File: src/rtl/load_store_unit.sv
`default_nettype none
// ============================================================================
// Module      : load_store_unit
// Description : Converts RV32I loads/stores (LB/LH/LW/LBU/LHU/SB/SH/SW) into
//               word-granular accesses on a registered-read data memory.
//               Sub-word stores use read-modify-write; loads are byte/half
//               extracted and sign/zero extended. req/busy/done handshake.
// Optional    : define LSU_ADDR_CHECK_EN to fault on effective addresses
//               whose bits above the memory index are non-zero.
// Ports       : clk, rst (async, active high)
//               req, is_store, funct3, base, offset, store_data  (core in)
//               busy, done, fault, load_data                     (core out)
//               mem_addr, mem_imm, mem_wdata, mem_rw              (memory out)
//               mem_rdata                                         (memory in)
// Revision    : 1.0 - initial release
// ============================================================================
module load_store_unit #(
    parameter int ADDR_W = 5
) (
    input  logic        clk,
    input  logic        rst,
    input  logic        req,
    input  logic        is_store,
    input  logic [2:0]  funct3,
    input  logic [31:0] base,
    input  logic [31:0] offset,
    input  logic [31:0] store_data,
    output logic        busy,
    output logic        done,
    output logic        fault,
    output logic [31:0] load_data,
    output logic [31:0] mem_addr,
    output logic [31:0] mem_imm,
    output logic [31:0] mem_wdata,
    output logic        mem_rw,
    input  logic [31:0] mem_rdata
);

    typedef enum logic [2:0] {
        S_IDLE  = 3'd0,
        S_READ  = 3'd1,
        S_EXT   = 3'd2,
        S_MERGE = 3'd3,
        S_WRITE = 3'd4,
        S_DONE  = 3'd5
    } state_t;

    state_t              r_state;
    state_t              w_next;

    logic [1:0]          r_lane;
    logic [ADDR_W-1:0]   r_widx;
    logic [2:0]          r_funct3;
    logic                r_is_store;
    logic [15:0]         r_sdata;
    logic                r_fault;
    logic [31:0]         r_load_data;
    logic [31:0]         r_wdata;

    logic [31:0]         w_ea;
    logic [1:0]          w_lane;
    logic                w_legal;
    logic                w_misal;
    logic                w_upper_bad;
    logic                w_fault;
    logic [31:0]         w_shifted;
    logic [15:0]         w_half;
    logic [31:0]         w_ext;
    logic [31:0]         w_merge;

    assign w_ea   = base + offset;    // carry out intentionally discarded
    assign w_lane = w_ea[1:0];

    always_comb begin
        w_legal = 1'b0;
        if (is_store) begin
            w_legal = (funct3 == 3'b000) || (funct3 == 3'b001) || (funct3 == 3'b010);
        end else begin
            w_legal = (funct3 == 3'b000) || (funct3 == 3'b001) || (funct3 == 3'b010) ||
                      (funct3 == 3'b100) || (funct3 == 3'b101);
        end
    end

    // funct3[1:0] encodes the access size for every legal code.
    always_comb begin
        w_misal = 1'b0;
        case (funct3[1:0])
            2'b01:   w_misal = w_lane[0];
            2'b10:   w_misal = (w_lane != 2'b00);
            default: w_misal = 1'b0;
        endcase
    end

`ifdef LSU_ADDR_CHECK_EN
    assign w_upper_bad = |w_ea[31:ADDR_W+2];
`else
    // Upper address bits alias onto the memory; they are deliberately dropped.
    logic w_unused_upper;
    assign w_unused_upper = &{1'b0, w_ea[31:ADDR_W+2]};
    assign w_upper_bad    = 1'b0;
`endif

    assign w_fault = !w_legal || w_misal || w_upper_bad;

    // ------------------------------------------------------------------
    // State register and next-state logic
    // ------------------------------------------------------------------
    always_ff @(posedge clk or posedge rst) begin
        if (rst) begin
            r_state <= S_IDLE;
        end else begin
            r_state <= w_next;
        end
    end

    always_comb begin
        w_next = r_state;
        case (r_state)
            S_IDLE: begin
                if (req) begin
                    if (w_fault) begin
                        w_next = S_DONE;
                    end else if (is_store && (funct3[1:0] == 2'b10)) begin
                        w_next = S_WRITE;
                    end else begin
                        w_next = S_READ;
                    end
                end
            end
            S_READ:  w_next = r_is_store ? S_MERGE : S_EXT;
            S_EXT:   w_next = S_DONE;
            S_MERGE: w_next = S_WRITE;
            S_WRITE: w_next = S_DONE;
            S_DONE:  w_next = S_IDLE;
            default: w_next = S_IDLE;
        endcase
    end

    // ------------------------------------------------------------------
    // Load extraction and store merge, both on the word read back in READ
    // ------------------------------------------------------------------
    assign w_shifted = mem_rdata >> {r_lane, 3'b000};
    assign w_half    = r_lane[1] ? mem_rdata[31:16] : mem_rdata[15:0];

    always_comb begin
        w_ext = mem_rdata;
        case (r_funct3)
            3'b000:  w_ext = {{24{w_shifted[7]}}, w_shifted[7:0]};
            3'b001:  w_ext = {{16{w_half[15]}}, w_half};
            3'b100:  w_ext = {24'd0, w_shifted[7:0]};
            3'b101:  w_ext = {16'd0, w_half};
            default: w_ext = mem_rdata;
        endcase
    end

    always_comb begin
        w_merge = mem_rdata;
        if (r_funct3[1:0] == 2'b00) begin
            w_merge[{r_lane, 3'b000} +: 8] = r_sdata[7:0];
        end else begin
            w_merge[{r_lane[1], 4'b0000} +: 16] = r_sdata;
        end
    end

    // ------------------------------------------------------------------
    // Datapath registers. r_wdata is cleared by reset so an interrupted
    // read-modify-write can never later write a stale merged word.
    // ------------------------------------------------------------------
    always_ff @(posedge clk or posedge rst) begin
        if (rst) begin
            r_lane      <= 2'd0;
            r_widx      <= '0;
            r_funct3    <= 3'd0;
            r_is_store  <= 1'b0;
            r_sdata     <= 16'd0;
            r_fault     <= 1'b0;
            r_load_data <= 32'd0;
            r_wdata     <= 32'd0;
        end else begin
            case (r_state)
                S_IDLE: begin
                    if (req) begin
                        r_lane     <= w_lane;
                        r_widx     <= w_ea[ADDR_W+1:2];
                        r_funct3   <= funct3;
                        r_is_store <= is_store;
                        r_sdata    <= store_data[15:0];
                        r_fault    <= w_fault;
                        r_wdata    <= store_data;
                    end
                end
                S_EXT:   r_load_data <= w_ext;
                S_MERGE: r_wdata     <= w_merge;
                default: ;
            endcase
        end
    end

    assign busy      = (r_state != S_IDLE);
    assign done      = (r_state == S_DONE);
    assign fault     = r_fault && (r_state == S_DONE);
    assign load_data = r_load_data;
    assign mem_addr  = {{(32-ADDR_W){1'b0}}, r_widx};
    assign mem_imm   = 32'd0;
    assign mem_wdata = r_wdata;
    assign mem_rw    = (r_state != S_WRITE);

endmodule
`default_nettype wire

File: config.mk
export PLATFORM = sky130hd
export DESIGN_NAME = load_store_unit
export DESIGN_NICKNAME = d
export VERILOG_FILES = /design/src/rtl/load_store_unit.sv
export SDC_FILE = /design/constraint.sdc
export NUM_CORES = 1
export LEC_CHECK = 0
export ABC_AREA = 1
export CORE_ASPECT_RATIO = 0.8
export CORE_UTILIZATION = 49
export CTS_BUF_LIST = sky130_fd_sc_hd__clkbuf_4 sky130_fd_sc_hd__clkbuf_8
export CTS_CLUSTER_SIZE = 16
export DETAILED_ROUTE_END_ITERATION = 8
export GPL_ROUTABILITY_DRIVEN = 0
export PLACE_DENSITY = 0.92
export SLEW_MARGIN = 20
export SYNTH_ARGS = -nofsm -noshare
export SYNTH_HDL_FRONTEND = slang
export SYNTH_SLANG_ARGS = --single-unit
File: constraint.sdc
create_clock -name clk -period 8.4 [get_ports clk]
set_input_delay 1.68 -clock clk [delete_from_list [all_inputs] [get_ports clk]]
set_output_delay 1.68 -clock clk [all_outputs]
set_load 0.03 [all_outputs]
==> impl_metrics.toml <==
[detailed_routing]
drcViolationCount = 0
drt_iter0_drc = 712
drt-wirelength-per-cell_um = 14.8
routed_wl_um = 20100
dr.pass1.iters = 8
antenna_left = 0
vias_per_cell = 5.31
num_vias = 7191

[sta]
tns_ns = 0
hold_viol = 0
slew_violations = 0
max_freq_ghz = 0.277
period_share_pct = 42.9
rsz0062_at_grt = "no"
worst_pin_slew_ns = 0.873
min_period_ns = 3.61
setup_viol = 0
slew-limit-headroom_pct = 41.7
finalClockSkew_ns = 0.0130

[clock_network]
cts.htree.levels = 3
cts-root-buf = "clkbuf_8"
post_cts.repair.setup_buffers = 0
clock_path_buffers = 2
cts_sinks = 95
clock_latency_ns = 0.39
postCtsResizedCells = 0
hold_buffers = 0
clkTransAtPathRegs_ns = 0.09
cts_tree = "built"
cts-buffers-inserted = 9

[floorplan]
die_h_um = 108
ios = 267
core_um2 = 13600
initial_core_util_pct = 50.4
fp-row-count = 38
dieArea_um2 = 14500
dieWidth_um = 134

[finish]
drive_above_1_share_pct = 3.75
final_cell_mix = "nand2_1, clkdlybuf4s50_1, inv_1"
syn_to_final_growth_pct = 22.4
nets = 1318
layout_commonest_cell = "nand2_1"
diodes = 0
final_util_pct = 61.7
fillers = 1199
final_cell_area_um2 = 8420

[run]
maxCapViolCount = 0

[place]
numPortBuffers = 157
placed_cell_area_um2 = 8200
dp_hpwl_um = 14500

[yosys]
synth_top_family_by_area = "simple AND/OR/NAND/NOR gates"
async_flop_share_pct = 100
synth_area_leaders = "dfrtp_1, nand2_1, buf_4"
synth_edf_count = 0
synth.avg_cell_area_um2 = 6.58
netlist_area_um2 = 6880
syn_inst = 1046
yosys.area_share.simple_pct = 34.1
synth_compound_area_share_pct = 12.2
synth_top_area_share_pct = 34.6
yosys_warnings = 0
ys_ff_latch = 95
yosysTopAreaCell = "dfrtp_1"
synthFlopType = "dfrtp_1"
ys_seq_area_share_pct = 34.6
synth-xor-area-share_pct = 0.127
ys_types = 36
synth.area.mux_share_pct = 0
synth_fa_ha_area_share_pct = 2.84

[power]
power-per-cell-area_nw_per_um2 = 386
p_leak_nw = 4.27
ir_drop_uv = 191

[global_routing]
grt_max_degree = 58
antenna_found_initial = 0
grt_pass1_wl_um = 31700
track_usage_pct = 27.9
overflow = 0
grt_pass1_vias = 6323

[hold_path]
hold_depth = 2
hold_start = "mem_wdata[4]"
hold_class = "reg2reg"
hold_end = "mem_wdata[4]"

[setup_path]
ff2ff_setup_slack_ns = 5.78
rr_startpoint = "r_lane[1]"
critPathCaptureType = "output pin"
critical_path_class = "reg2out"
required_ns = 6.72
crit_fanout = 3
r2r_cells = 10
arrival_ns = 1.93
cp-start-kind = "register"
worstReg2RegEnd = "mem_wdata[28]"

[status]
outcome = "finished clean"
[worst max-delay path, cell delays in order, from the launching register on]
cell	delay, ns
dfrtp_1	0.40
inv_1	0.12
nand2_1	0.12
nor3b_1	0.19
clkdlybuf4s50_1	0.71
[metal layers]
| metal | wire (µm) | track usage [%] | vias to the layer above |
|---|---|---|---|
| met4 | 888 | 12.3 | 0 |
| met1 | 8090 | 36.5 | 3272 |
| met5 | 0 | 0 | - |
| met3 | 2300 | 7.78 | 82 |
| li1 | - | - | 3399 |
| met2 | 8780 | 43.3 | 438 |
[stage by stage]
stage,power (mW),setup WS [ns],hold WS [ns],instances
finish,3.25,4.79,0.483,1353
detailed placement,2.89,4.92,0.465,1337
floorplan,2.28,4.24,0.442,1104
global placement,2.83,4.95,0.462,1337
global route,3.48,4.67,0.504,1353
CTS,3.23,4.78,0.488,1353
[final cells by class]
| class | instances | area (µm²) | area share (%) |
|---|---|---|---|
| Clock inverter | 3 | 40.0 | 0.476 |
| Multi-Input combinational cell | 798 | 3610 | 42.9 |
| Inverter | 104 | 395 | 4.70 |
| Timing Repair Buffer | 160 | 1590 | 18.9 |
| Sequential cell | 95 | 2380 | 28.2 |
| Clock buffer | 13 | 173 | 2.05 |
| Tap cell | 180 | 225 | 2.68 |
[kinds of logic (layout without fill, tap and decap cells)]
logic type / after synthesis / count (layout)
other: 1 / 59
and+or+nand+nor: 567 / 567
buffers and inverters: 211 / 280
AOI/OAI and AO/OA: 156 / 156
xor gates and xnor gates: 1 / 1
DFF: 95 / 95
adders and majority gates: 15 / 15
[synth_stat cells, types with 4 or more instances]
library cell,instances
nand2_1,369
inv_1,97
dfrtp_1,95
nor2_1,93
buf_4,70
nand3_1,68
o21ai_0,64
a21oi_1,56
buf_2,21
o211ai_1,15
ha_1,14
clkbuf_1,10
o21ai_1,9
or2_0,9
o22ai_1,8
inv_2,6
or2_1,6
nand2_2,4
nand4_1,4
nor2_2,4
[how the worst max path moves through the flow]
stage | startpoint | slack (ns) | to | cells past startpoint
after global routing | r_state[1] | 4.67 | fault | 4
after floorplan | rst | 4.24 | load_data[0] | 1
after global placement | base[0] | 4.95 | r_state[2] | 9
after CTS | r_state[1] | 4.78 | fault | 4
after detailed placement | base[0] | 4.92 | r_state[2] | 9
final | r_state[1] | 4.79 | fault | 4
[sequential cells by signal, summed over array words and instances (netlist names), 2 cells and up]
register   cells
mem_wdata     32
r_lane         2
r_funct3       3
load_data     32
r_widx         5
r_state        3
r_sdata       16
[power breakdown]
part	leakage [nW]	internal (mW)	switching [mW]
combinational	3.01	0.712	1.36
sequential	1.15	0.690	0.159
clock	0.113	0.165	0.165
Note: power is estimated with default switching activity, not from simulation.
